[src/rtl/regfile_2r1w_clr_if.sv]
// Bus bundle for the 2R/1W register file: clear handshake, two read ports, one write port.
interface regfile_2r1w_clr_if #(
    parameter int DATA_W = 16,
    parameter int ADDR_W = 5
) ();
    logic              clr_req;
    logic              ready;
    logic              rd0_en;
    logic [ADDR_W-1:0] rd0_addr;
    logic [DATA_W-1:0] rd0_data;
    logic              rd0_valid;
    logic              rd1_en;
    logic [ADDR_W-1:0] rd1_addr;
    logic [DATA_W-1:0] rd1_data;
    logic              rd1_valid;
    logic              wr_en;
    logic [ADDR_W-1:0] wr_addr;
    logic [DATA_W-1:0] wr_data;
    logic              wr_drop;

    modport master (
        output clr_req, rd0_en, rd0_addr, rd1_en, rd1_addr,
        output wr_en, wr_addr, wr_data,
        input  ready, rd0_data, rd0_valid, rd1_data, rd1_valid, wr_drop
    );

    modport slave (
        input  clr_req, rd0_en, rd0_addr, rd1_en, rd1_addr,
        input  wr_en, wr_addr, wr_data,
        output ready, rd0_data, rd0_valid, rd1_data, rd1_valid, wr_drop
    );
endinterface

[src/rtl/regfile_2r1w_clr.sv]
// Parametrised 2-read/1-write register file with a one-entry-per-cycle clear sweep,
// optional write-to-read bypass and optional hardwired-zero entry 0.
module regfile_2r1w_clr #(
    parameter int DATA_W   = 16,
    parameter int ADDR_W   = 5,
    parameter bit BYPASS   = 1'b1,
    parameter bit ZERO_REG = 1'b0
) (
    input logic              clk,
    input logic              rst_n,
    regfile_2r1w_clr_if.slave bus
);
    localparam int DEPTH = 1 << ADDR_W;

    typedef enum logic {CLEAR, READY} state_t;

    state_t            state, state_nx;
    logic [ADDR_W:0]   clr_idx, clr_idx_nx;
    logic [DATA_W-1:0] mem [DEPTH];

    logic              wr_commit;
    logic              wr_store;
    logic              drop_nx;
    logic [DATA_W-1:0] rd0_q, rd1_q;
    logic              rd0_v, rd1_v, drop_q;

    always_ff @(posedge clk) begin
        if (!rst_n) begin
            state   <= CLEAR;
            clr_idx <= '0;
        end else begin
            state   <= state_nx;
            clr_idx <= clr_idx_nx;
        end
    end

    always_comb begin
        state_nx   = state;
        clr_idx_nx = clr_idx;
        unique case (state)
            CLEAR: begin
                clr_idx_nx = clr_idx + 1'b1;
                if (clr_idx == (ADDR_W+1)'(DEPTH-1))
                    state_nx = READY;
            end
            READY: begin
                if (bus.clr_req) begin
                    state_nx   = CLEAR;
                    clr_idx_nx = '0;
                end
            end
            default: ;
        endcase
    end

    // A clear request in the same cycle pre-empts the write
    assign wr_commit = (state == READY) && bus.wr_en && !bus.clr_req;
    assign wr_store  = wr_commit && !(ZERO_REG && bus.wr_addr == '0);
    assign drop_nx   = bus.wr_en && ((state != READY) || bus.clr_req);

    function automatic logic [DATA_W-1:0] rd_mux(input logic [ADDR_W-1:0] a);
        if (ZERO_REG && a == '0)
            return '0;
        if (BYPASS && wr_commit && a == bus.wr_addr)
            return bus.wr_data;
        return mem[a];
    endfunction

    always_ff @(posedge clk) begin
        if (rst_n) begin
            if (state == CLEAR)
                mem[clr_idx[ADDR_W-1:0]] <= '0;
            else if (wr_store)
                mem[bus.wr_addr] <= bus.wr_data;
        end
    end

    always_ff @(posedge clk) begin
        if (!rst_n) begin
            rd0_q  <= '0;
            rd1_q  <= '0;
            rd0_v  <= 1'b0;
            rd1_v  <= 1'b0;
            drop_q <= 1'b0;
        end else begin
            rd0_v  <= (state == READY) && bus.rd0_en;
            rd1_v  <= (state == READY) && bus.rd1_en;
            drop_q <= drop_nx;
            if (state == READY && bus.rd0_en)
                rd0_q <= rd_mux(bus.rd0_addr);
            if (state == READY && bus.rd1_en)
                rd1_q <= rd_mux(bus.rd1_addr);
        end
    end

    assign bus.ready     = (state == READY);
    assign bus.rd0_data  = rd0_q;
    assign bus.rd0_valid = rd0_v;
    assign bus.rd1_data  = rd1_q;
    assign bus.rd1_valid = rd1_v;
    assign bus.wr_drop   = drop_q;
endmodule

[src/flat_wrapper.sv]
// flat-port wrapper written by rule: the top's interface ports become plain ports
module regfile_2r1w_clr_flat 
#(
    parameter int DATA_W   = 16,
    parameter int ADDR_W   = 5,
    parameter bit BYPASS   = 1'b1,
    parameter bit ZERO_REG = 1'b0
)
  (clk, rst_n, bus_clr_req, bus_rd0_en, bus_rd0_addr, bus_rd1_en, bus_rd1_addr, bus_wr_en, bus_wr_addr, bus_wr_data, bus_ready, bus_rd0_data, bus_rd0_valid, bus_rd1_data, bus_rd1_valid, bus_wr_drop);
  regfile_2r1w_clr_if #(.DATA_W(DATA_W), .ADDR_W(ADDR_W)) bus_i ();
  input logic clk;
  input logic rst_n;
  input wire logic [$bits(bus_i.clr_req)-1:0] bus_clr_req;
  input wire logic [$bits(bus_i.rd0_en)-1:0] bus_rd0_en;
  input wire logic [$bits(bus_i.rd0_addr)-1:0] bus_rd0_addr;
  input wire logic [$bits(bus_i.rd1_en)-1:0] bus_rd1_en;
  input wire logic [$bits(bus_i.rd1_addr)-1:0] bus_rd1_addr;
  input wire logic [$bits(bus_i.wr_en)-1:0] bus_wr_en;
  input wire logic [$bits(bus_i.wr_addr)-1:0] bus_wr_addr;
  input wire logic [$bits(bus_i.wr_data)-1:0] bus_wr_data;
  output wire logic [$bits(bus_i.ready)-1:0] bus_ready;
  output wire logic [$bits(bus_i.rd0_data)-1:0] bus_rd0_data;
  output wire logic [$bits(bus_i.rd0_valid)-1:0] bus_rd0_valid;
  output wire logic [$bits(bus_i.rd1_data)-1:0] bus_rd1_data;
  output wire logic [$bits(bus_i.rd1_valid)-1:0] bus_rd1_valid;
  output wire logic [$bits(bus_i.wr_drop)-1:0] bus_wr_drop;
  assign bus_i.clr_req = bus_clr_req;
  assign bus_i.rd0_en = bus_rd0_en;
  assign bus_i.rd0_addr = bus_rd0_addr;
  assign bus_i.rd1_en = bus_rd1_en;
  assign bus_i.rd1_addr = bus_rd1_addr;
  assign bus_i.wr_en = bus_wr_en;
  assign bus_i.wr_addr = bus_wr_addr;
  assign bus_i.wr_data = bus_wr_data;
  assign bus_ready = bus_i.ready;
  assign bus_rd0_data = bus_i.rd0_data;
  assign bus_rd0_valid = bus_i.rd0_valid;
  assign bus_rd1_data = bus_i.rd1_data;
  assign bus_rd1_valid = bus_i.rd1_valid;
  assign bus_wr_drop = bus_i.wr_drop;
  regfile_2r1w_clr #(.DATA_W(DATA_W), .ADDR_W(ADDR_W), .BYPASS(BYPASS), .ZERO_REG(ZERO_REG)) u_core (.clk(clk), .rst_n(rst_n), .bus(bus_i));
endmodule
[config.mk]
export PLATFORM = sky130hd
export DESIGN_NAME = regfile_2r1w_clr_flat
export DESIGN_NICKNAME = d
export VERILOG_FILES = /design/src/rtl/regfile_2r1w_clr_if.sv /design/src/rtl/regfile_2r1w_clr.sv /design/src/flat_wrapper.sv
export SDC_FILE = /design/constraint.sdc
export NUM_CORES = 1
export LEC_CHECK = 0
export CAP_MARGIN = 20
export CORE_UTILIZATION = 55
export CTS_BUF_LIST = sky130_fd_sc_hd__clkbuf_4
export DETAILED_ROUTE_END_ITERATION = 16
export PLACE_DENSITY = 0.8
export SLEW_MARGIN = 20
export SYNTH_ARGS = -nofsm -noshare
export SYNTH_HDL_FRONTEND = slang
export SYNTH_SLANG_ARGS = --single-unit
[constraint.sdc]
create_clock -name clk -period 3.85 [get_ports clk]
set_clock_uncertainty 0.1 [all_clocks]
set_input_delay 0.385 -clock clk [delete_from_list [all_inputs] [get_ports clk]]
set_output_delay 0.385 -clock clk [all_outputs]
set_load 0.05 [all_outputs]
==> qor.yml <==
run_status:
  outcome: "finished clean"
placed_design:
  io_buffers: 72
  dp_hpwl_um: 48300
  place_inst: 2599
  gp_congestion: 0.992
  dpl_cell_area_mm2: 0.0286
clocking:
  cts_sinks: 554
  cts_buffers: 143
  ctsResizeCount: 0
  cts_tree: "yes"
  clk_latency_ns: 0.89
  hold_buffers: 0
  cts_setup_buffers: 0
  root_buffer: "clkbuf_4"
  clk_pin_slew_ns: 0.06
  cts_max_level: 4
  cts_buffer_depth: 3
routing:
  vias: 19200
  drc: 0
  viasPerCell: 6.77
  drt_wl_total_um: 79800
  antenna_left: 0
  drt-pass1-iter-count: 6
  wl_per_cell_um: 28.1
  first_iter_violations: 2728
finish:
  fin_cells: 2837
  final_util_pct: 63.4
  drive_above_1_share_pct: 17.6
  final_cell_area_mm2: 0.0304
  area_delta_synth_final_pct: 13.7
  nNetsFinal: 2167
sta:
  timing.fmax_mhz: 333
  slew_headroom_pct: 24.1
  rsz0062_at_grt: "false"
  worst_pin_slew_ns: 1.13
  fin_crit_sh_pct: 77.9
  finalHoldViolCount: 0
  finalSetupTns_ns: 0
  maxSlewViolCount: 0
  period_minus_slack_ns: 3.00
  setup_viol: 0
synth:
  async_flop_share_pct: 0
  syn_area_per_cell_um2: 13.6
  synth_largest_area_cell: "edfxtp_1"
  synth_adder_area_share_pct: 0.0469
  ys_dominant_reg_cell: "edfxtp_1"
  synth_top_family_by_area: "multiplexers"
  synth.area.mux_share_pct: 19.8
  synth-xor-area-share_pct: 0.192
  ys_warn_count: 0
  synth.area.top_cells: "edfxtp_1 58%, mux2i_1 18%, a22oi_1 5.9%"
  yosysSeqAreaShare_pct: 60.7
  synth_cell_types: 54
  synth-edff-count: 512
  syn_area_mm2: 0.0267
  synth_nets: 1997
  synthCells: 1959
  synth_compound_area_share_pct: 9.29
  yosys.area_share.simple_pct: 7.07
  synth.ff_latch_count: 554
  netlist.area_leader.share_pct: 57.6
worst_setup_path:
  crit_top_cell: "buf_4"
  timing.rr.start: "u_core.bus.ready"
  end_kind: "flop"
  r2r-end: "u_core.mem[11][4]"
  slowest_delay_ns: 0.95
  critPathSlowestCell: "a2bb2oi_1"
  required_ns: 4.33
  start_kind: "flop"
  crit_type: "flop to flop"
  worst-path-max-fanout: 19
  r2r_slack_ns: 0.85
  worst_ep_arrival_time_ns: 3.48
  rr_worst_depth: 6
  crit_chain: "buf_4, nand4b_1, a21oi_1, a2bb2oi_1, nor2_1, buf_4"
run:
  maxCapViolations: 0
hold_path:
  min_to: "u_core.bus.wr_drop"
  holdPathStages: 2
  min_from: "bus_wr_en"
  hold_class: "input pin to flop"
floorplan:
  dieHeight_um: 222
  io_pins: 73
  dieArea_mm2: 0.0494
  rows: 80
  initial_core_util_pct: 55.8
  coreArea_mm2: 0.0478
  die_x_um: 222
global_route:
  grtUsageTotal_pct: 32.1
  antenna_found_initial: 1
  grt_pass1_vias: 19100
  grt_overflow: 0
  grt_pass1_wl_um: 117000
  grt_max_degree: 61
power:
  irDropWorstVdd_mv: 0.266
  p_leak_nw: 10.7
  power_density_mw_per_mm2: 410
[cell type report]
| cell class | count | area, um^2 |
|---|---|---|
| tap | 615 | 769 |
| clock inverter | 32 | 230 |
| multi-input combinational | 1248 | 9810 |
| sequential | 554 | 16200 |
| antenna | 2 | 5.00 |
| timing repair buffer | 175 | 1770 |
| clock buffer | 204 | 1530 |
| inverter | 7 | 26.3 |
| fill | 3432 | 17500 |
[critical path: cells and delay by family, from the launching register on]
kind / cells / cell delay [ns]
AO/OA/AOI/OAI: 2 / 1.28
buffers and inverters: 2 / 0.53
AND/OR/NAND/NOR: 2 / 0.44
flip-flops: 1 / 0.33
[cell usage in the layout (no fill, tap or decap), drive strengths merged, types with 4 or more instances in the layout]
cell type / count
mux2i: 485
clkbuf: 204
clkinv: 25
and4: 6
o22ai: 34
a22oi: 211
nand2b: 8
nor2b: 17
buf: 105
mux4: 17
nor2: 85
inv: 10
and2: 24
nand2: 133
nand3: 74
nand3b: 5
o21ai: 7
a21oi: 37
edfxtp: 512
and3: 6
dfxtp: 42
nand4: 13
mux2: 4
clkdlybuf4s50: 70
bufinv: 4
nor3: 18
a31oi: 5
o31ai: 32
[power by group]
part	switching (W)	internal (W)	leakage [nW]
combinational	0.000570	0.000320	5.56
sequential	0.0000252	0.00652	4.12
clock	0.00233	0.00268	1.06
total	0.00293	0.00952	10.7
[state kept, by name (all words and copies together), names as in the netlist]
register / count
u_core.bus.rd0_data: 16
u_core.bus.rd0_valid: 1
u_core.bus.rd1_data: 16
u_core.bus.rd1_valid: 1
u_core.bus.ready: 1
u_core.bus.wr_drop: 1
u_core.clr_idx: 6
u_core.mem: 512
[cells in the mapped netlist (all sizes together), types with 8 or more instances]
library cell,number
buf,78
o22ai,34
dfxtp,42
and2,24
nand2,133
clkbuf,72
nor3,18
o31ai,32
nor2b,17
nand2b,8
nand3,74
mux4,17
mux2i,485
a22oi,211
nor2,85
edfxtp,512
a21oi,37
nand4,13
[per-stage QoR]
step	hold WS [ns]	power, W	setup slack (ns)
floorplan	0.423	0.00721	0.730
CTS	0.0464	0.0125	1.01
finish	0.0711	0.0124	0.850
detailed placement	0.364	0.00753	0.353
global placement	0.361	0.00752	0.300
global route	0.0671	0.0128	0.752
[kinds of logic (layout without fill, tap and decap cells)]
kind of cell / Yosys count / after routing
DFF: 554 / 554
muxes: 506 / 506
and+or+nand+nor: 394 / 394
AOI/OAI and AO/OA: 342 / 342
buffers and inverters: 157 / 418
xor gates and xnor gates: 5 / 5
adders and majority gates: 1 / 1
other: 0 / 2
[per-layer routing]
layer  routed length [um]  vias up  GRT usage [%]
li1                     -     8110              -
met1                29200     9427           40.9
met4                 4100        0           18.2
met2                37200     1437           50.3
met5                    0        -              0
met3                 9300      244           8.01
[worst max path at each step]
stage                                    to  slack, ns             start
after floorplan           u_core.mem[17][0]       0.73  u_core.bus.ready
after global placement    u_core.mem[11][4]       0.30             rst_n
after detailed placement  u_core.mem[11][4]       0.35             rst_n
after CTS                 u_core.mem[11][4]       1.01  u_core.bus.ready
after global routing      u_core.mem[11][0]       0.75  u_core.bus.ready
final                     u_core.mem[11][4]       0.85  u_core.bus.ready
No activity file was read; power rests on OpenSTA's default activity.
